===== config.mk =====
export PLATFORM = sky130hd
export DESIGN_NAME = ex_mem
export DESIGN_NICKNAME = d
export VERILOG_FILES = /design/src/rtl/ex_mem_pkg.sv /design/src/rtl/ex_mem.sv
export SDC_FILE = /design/constraint.sdc
export NUM_CORES = 1
export LEC_CHECK = 0
export BUFFER_PORTS_ARGS = -buffer_cell sky130_fd_sc_hd__buf_4
export CAP_MARGIN = 20
export CORE_AREA = 2 2 135 137
export CTS_CLUSTER_DIAMETER = 30
export DETAILED_ROUTE_END_ITERATION = 16
export DIE_AREA = 0 0 137 139
export MAX_ROUTING_LAYER = met4
export PLACE_DENSITY_LB_ADDON = 0.15
export SETUP_SLACK_MARGIN = 0.05
export SKIP_CTS_REPAIR_TIMING = 1
export SYNTH_ARGS = -nofsm -noshare
export SYNTH_HDL_FRONTEND = slang
export SYNTH_SLANG_ARGS = --single-unit
export TNS_END_PERCENT = 5

===== constraint.sdc =====
create_clock -name clk -period 0.8 [get_ports clk]
set_input_delay 0.16 -clock clk [delete_from_list [all_inputs] [get_ports clk]]
set_output_delay 0.16 -clock clk [all_outputs]
set_load 0.02 [all_outputs]

===== src/rtl/ex_mem_pkg.sv =====
// Shared definitions for the execute/memory pipeline register.
// Stall-bit positions and the per-edge action decode used by ex_mem.
package ex_mem_pkg;

    localparam int STALL_EX  = 3;
    localparam int STALL_MEM = 4;

    typedef enum logic [1:0] {
        ACT_ADVANCE,
        ACT_BUBBLE,
        ACT_HOLD,
        ACT_FLUSH
    } ex_mem_act_e;

    // Flush dominates; ex running means advance even if mem claims a stall.
    function automatic ex_mem_act_e decode_act(input logic flush,
                                               input logic ex_stall,
                                               input logic mem_stall);
        if (flush)
            return ACT_FLUSH;
        if (!ex_stall)
            return ACT_ADVANCE;
        return mem_stall ? ACT_HOLD : ACT_BUBBLE;
    endfunction

endpackage


===== src/rtl/ex_mem.sv =====
// Execute-to-memory pipeline register with multi-cycle multiply loop-back state.
// Optional bubble counter enabled by defining EX_MEM_PERF_CNT_EN.
module ex_mem
    import ex_mem_pkg::*;
#(
    parameter int DATA_W  = 32,
    parameter int ADDR_W  = 5,
    parameter int CNT_W   = 2,
    parameter int STALL_W = 6
`ifdef EX_MEM_PERF_CNT_EN
    ,
    parameter int PERF_W  = 32
`endif
) (
    input  logic                clk,
    input  logic                rst,
    input  logic                flush,
    input  logic [STALL_W-1:0]  stall,
    input  logic [ADDR_W-1:0]   ex_wd,
    input  logic                ex_wreg,
    input  logic [DATA_W-1:0]   ex_wdata,
    input  logic [DATA_W-1:0]   ex_hi,
    input  logic [DATA_W-1:0]   ex_lo,
    input  logic                ex_whilo,
    input  logic [2*DATA_W-1:0] hilo_temp_i,
    input  logic [CNT_W-1:0]    cnt_i,
    output logic [ADDR_W-1:0]   mem_wd,
    output logic                mem_wreg,
    output logic [DATA_W-1:0]   mem_wdata,
    output logic [DATA_W-1:0]   mem_hi,
    output logic [DATA_W-1:0]   mem_lo,
    output logic                mem_whilo,
    output logic [2*DATA_W-1:0] hilo_temp_o,
    output logic [CNT_W-1:0]    cnt_o
`ifdef EX_MEM_PERF_CNT_EN
    ,
    output logic [PERF_W-1:0]   perf_bubble_cnt
`endif
);

    ex_mem_act_e act;
    logic        unused_stall;

    assign act          = decode_act(flush, stall[STALL_EX], stall[STALL_MEM]);
    assign unused_stall = ^stall;

    always_ff @(posedge clk or negedge rst) begin
        if (!rst) begin
            mem_wd      <= '0;
            mem_wreg    <= 1'b0;
            mem_wdata   <= '0;
            mem_hi      <= '0;
            mem_lo      <= '0;
            mem_whilo   <= 1'b0;
            hilo_temp_o <= '0;
            cnt_o       <= '0;
        end else begin
            case (act)
                ACT_FLUSH: begin
                    mem_wd      <= '0;
                    mem_wreg    <= 1'b0;
                    mem_wdata   <= '0;
                    mem_hi      <= '0;
                    mem_lo      <= '0;
                    mem_whilo   <= 1'b0;
                    hilo_temp_o <= '0;
                    cnt_o       <= '0;
                end
                // Memory sees a no-op while execute keeps accumulating.
                ACT_BUBBLE: begin
                    mem_wd      <= '0;
                    mem_wreg    <= 1'b0;
                    mem_wdata   <= '0;
                    mem_hi      <= '0;
                    mem_lo      <= '0;
                    mem_whilo   <= 1'b0;
                    hilo_temp_o <= hilo_temp_i;
                    cnt_o       <= cnt_i;
                end
                ACT_HOLD: begin
                end
                default: begin
                    mem_wd      <= ex_wd;
                    mem_wreg    <= ex_wreg;
                    mem_wdata   <= ex_wdata;
                    mem_hi      <= ex_hi;
                    mem_lo      <= ex_lo;
                    mem_whilo   <= ex_whilo;
                    hilo_temp_o <= '0;
                    cnt_o       <= '0;
                end
            endcase
        end
    end

`ifdef EX_MEM_PERF_CNT_EN
    function automatic logic [PERF_W-1:0] sat_inc(input logic [PERF_W-1:0] v);
        return (&v) ? v : v + PERF_W'(1);
    endfunction

    // Survives flush on purpose: it measures the whole run, not one instruction.
    always_ff @(posedge clk or negedge rst) begin
        if (!rst)
            perf_bubble_cnt <= '0;
        else if (act == ACT_BUBBLE)
            perf_bubble_cnt <= sat_inc(perf_bubble_cnt);
    end
`endif

endmodule

# After elaboration in Yosys (flattened, before gate mapping)
# Index checks and enable logic that the tools add are counted.
# totals
ff_bits	169
latchBits	0
ram_bits	0
romBits	0
in_bits	178
out_inout_bits	169
wordCells	28
memories	0
# classes
addsub	0
multipliers	0
div	0
magnitude_cmp	0
eq_ne	3
shift	0
muxes	16
n_bitwise	0
reduce_logical	1
# ops
cell	n
32-bit one-hot mux with 2 select lines	3
64-bit one-hot mux with 2 select lines	1
2-bit 2-to-1 mux	5
5-bit one-hot mux with 2 select lines	1
2-bit equality test, second input constant	2
1-bit one-hot mux with 2 select lines	2
2-bit one-hot mux with 2 select lines	1
1-bit 2-to-1 mux	3
2-bit by 1-bit equality test with 1-bit output, second input constant	1
2-bit OR reduction	1

# Longest topological paths before layout
# logic_depth
word_depth	7
depth_mapped	6
mapped_depth_nobuf	2

# Worst setup path after synthesis
# OpenSTA, ideal clock, no wires.
# synth_timing
path_kind	input -> register
from	input stall[4]
to	register mem_hi[0]
setup_time_ns	0.122
arrival_time_ns	1.001
t_required_ns	0.678
path_slack_ns	-0.323
stages	6
n_path_buf	4
path_cell_list	clkbuf_1 and2_1 buf_2 buf_6 buf_6 a32o_1
# synth_between
elab_chain_cells	6
elab_cells_between_ends	8
cone_classes	eq/ne: 3; mux: 4; reduce/logical: 1
# synth_rtl
item	line_no	rtl
start: declaration	ex_mem.sv:18	input logic [STALL_W-1:0] stall,
2-bit 2-to-1 mux * (2 in series)	ex_mem_pkg.sv:23	return mem_stall ? ACT_HOLD : ACT_BUBBLE;
2-bit 2-to-1 mux *	ex_mem_pkg.sv:21	if (!ex_stall)
2-bit by 1-bit equality test with 1-bit output or 2-bit equality test (tied branches)	ex_mem.sv:58	case (act)
2-bit OR reduction (no line)	--	
32-bit one-hot mux with 2 select lines	ex_mem.sv:58	
end signal: assignment	ex_mem.sv:86	mem_hi <= ex_hi;
end: declaration	ex_mem.sv:30	output logic [DATA_W-1:0] mem_hi,
# Mark *: on every way between the ends. The rest lies on a longest branch, timed or not.
# A chain may end at the register's enable or synchronous reset.

# Worst setup path in the final report
# layout_timing
from	register mem_hi[4]
to	output mem_hi[4]
# No word-level cell between the ends.

==> results.sh <==
export IMPL_wl_per_cell_um=18.9
export IMPL_cts_sinks=169
export IMPL_violations="negative hold slack, negative setup slack"
export IMPL_ios=347
export IMPL_rrSetupSlack_ns=-0.11
export IMPL_end_kind="primary output"
export IMPL_ys_ff_latch=169
export IMPL_worstPathCellList="buf_6"
export IMPL_antenna_found_initial=0
export IMPL_drtPass1Iterations=5
export IMPL_hold_depth=3
export IMPL_start_util_pct=36.6
export IMPL_setup_ws_ns=-0.349
export IMPL_period_needed_ns=1.15
export IMPL_p_leak_nw=5.99
export IMPL_fp_dieH_um=139
export IMPL_fin_crit_sh_pct=144
export IMPL_h_tree_depth=4
export IMPL_syn_inst=457
export IMPL_cp_slowest_cell="dfrtp_1"
export IMPL_rsz0062_at_grt="yes"
export IMPL_grt_use_met1_pct=23.9
export IMPL_path_clk_slew_ns=0.07
export IMPL_io_buffers=342
export IMPL_critPathBufInv=1
export IMPL_place_gp_congestion=0.854
export IMPL_drtAntennaViolNets=0
export IMPL_dieArea_mm2=0.0190
export IMPL_avgViaCountPerCell=5.07
export IMPL_grt_max_degree=56
export IMPL_cp_num_cells=1
export IMPL_final_common_cell="buf_4"
export IMPL_clockBufferDepth=2
export IMPL_fin_setup_tns_ns=-53.49
export IMPL_maxSlewHeadroom_pct=83.2
export IMPL_status="finished, violations left"
export IMPL_core_area_mm2=0.0177
export IMPL_drive_above_1_share_pct=43.5
export IMPL_peakVddDrop_uv=1400
export IMPL_rows=49
export IMPL_n_antenna_cell=0
export IMPL_max_freq_ghz=0.871
export IMPL_die_x_um=137
export IMPL_yosysSeqAreaShare_pct=65.4
export IMPL_hp_class="primary input to flop"
export IMPL_finalSetupViolCount=174
export IMPL_synth_nets=635
export IMPL_finalHoldViolations=14
export IMPL_grt_use_met2_pct=35.2
export IMPL_path_delay_family="flip-flops"
export IMPL_synth_cell_types=12
export IMPL_nNetsFinal=1121
export IMPL_route_detailed_drc=0
export IMPL_slew_viol_final=0
export IMPL_cp_required_ns=0.64
export IMPL_total_power_w=0.0216
export IMPL_multi_input_area_mm2=0.00197
export IMPL_cts_root_buf="clkbuf_16"
export IMPL_seq_area_mm2=0.00423
export IMPL_nFillCells=1233
export IMPL_track_usage_pct=21.2
export IMPL_grt_pass1_vias=5772
export IMPL_rr_worst_depth=2
export IMPL_maxCapViolCount=0
export IMPL_crit_path_max_incr_delay_ns=0.42
export IMPL_start_kind="flop"
export IMPL_skew_ns=0
export IMPL_cts_tree="built"
export IMPL_critPathMaxFanout=2
export IMPL_layout_common_cells="buf_4, buf_6, dfrtp_1"
export IMPL_finalWirelength_mm=22.5
export IMPL_cts_buffers=17
export IMPL_grt_pass1_wl_mm=30.1
export IMPL_vias=6006
export IMPL_grtUsageMet3_pct=5.59
export IMPL_worstSetupPathType="flop to primary output"
export IMPL_powerDensity_mw_per_mm2=1770
export IMPL_postSynthAreaPerCell_um2=14.2
export IMPL_areaGrowthSynthToFinish_pct=88.7
export IMPL_grt_ovfl_total=0
export IMPL_worst_hold_slack_ns=-0.0167
export IMPL_busiest_layer="met2"
export IMPL_arrival_ns=0.99
export IMPL_yosys_warnings=0
export IMPL_drtIter0Drc=296
export IMPL_tightest_slew_ns=0.253
export IMPL_dp_hpwl_mm=14.5
export IMPL_clock_latency_ns=0.42
export IMPL_syn_cell_area_mm2=0.00647
## registers in the layout, indices dropped and copies added, names as in the netlist
name,flops
mem_wreg,1
hilo_temp_o,64
mem_wd,5
mem_wdata,32
cnt_o,2
mem_hi,32
mem_lo,32
mem_whilo,1
## cells in the mapped netlist
library cell	count	share of area, %
dfrtp_1	169	65
a32o_1	103	16
nor2_1	67	3.9
mux2i_1	66	10
clkbuf_1	18	1.0
buf_2	16	1.2
buf_6	8	1.4
buf_4	4	0.46
buf_1	3	0.17
and2_1	1	0.097
inv_1	1	0.058
nand2b_1	1	0.097
## layer usage
metal	up-vias	routed length (um)
li1	2704	-
met1	2997	8150
met4	0	669
met3	55	1510
met2	250	12100
met5	-	0
## through the flow
stage	cell area, um2	utilization, %	cells	setup slack [ns]
after floorplan	6470	-	457	-0.323
after global placement	9550	54.1	1011	-0.265
after detailed placement	9550	54.1	1011	-0.286
after CTS	10200	57.5	1043	-0.385
after global routing	12200	69.1	1185	-0.384
final	12200	69.1	1185	-0.349
## path summary, 6_finish.rpt
| check | from | end |
|---|---|---|
| worst max register to register | mem_lo[23]$_DFFE_PN0P_ | mem_lo[23]$_DFFE_PN0P_ |
| worst min register to register | hilo_temp_o[12]$_DFFE_PN0P_ | hilo_temp_o[12]$_DFFE_PN0P_ |
| max in group asynchronous | rst | hilo_temp_o[25]$_DFFE_PN0P_ |
| min in group asynchronous | rst | hilo_temp_o[5]$_DFFE_PN0P_ |
| worst min-delay path | hilo_temp_i[3] | hilo_temp_o[3]$_DFFE_PN0P_ |
| worst max-delay path | mem_hi[4]$_DFFE_PN0P_ | mem_hi[4] |
## where the power goes
| part | leakage (nW) | switching, W | internal, W | total, W |
|---|---|---|---|---|
| sequential | 2.28 | 0.000282 | 0.00890 | 0.00918 |
| clock | 0.289 | 0.00347 | 0.00501 | 0.00848 |
| combinational | 3.42 | 0.00169 | 0.00221 | 0.00390 |
## layout make-up
cell class | instances | area share, %
Timing Repair Buffer | 516 | 41.8
Sequential cell | 169 | 34.7
Multi-Input combinational cell | 238 | 16.1
Clock buffer | 18 | 3.60
Tap cell | 229 | 2.35
Clock inverter | 14 | 1.39
Inverter | 1 | 0.0308
## cells by family (layout without fill, tap and decap cells)
kind of cell	count (synthesis)	after routing	synth area share (%)
flip-flops	169	169	65.4
AND/OR/NAND/NOR	69	69	4.08
buffers and inverters	50	549	4.37
AO/OA/AOI/OAI	103	103	15.9
multiplexers	66	66	10.2
(Power assumes the default switching activity.)
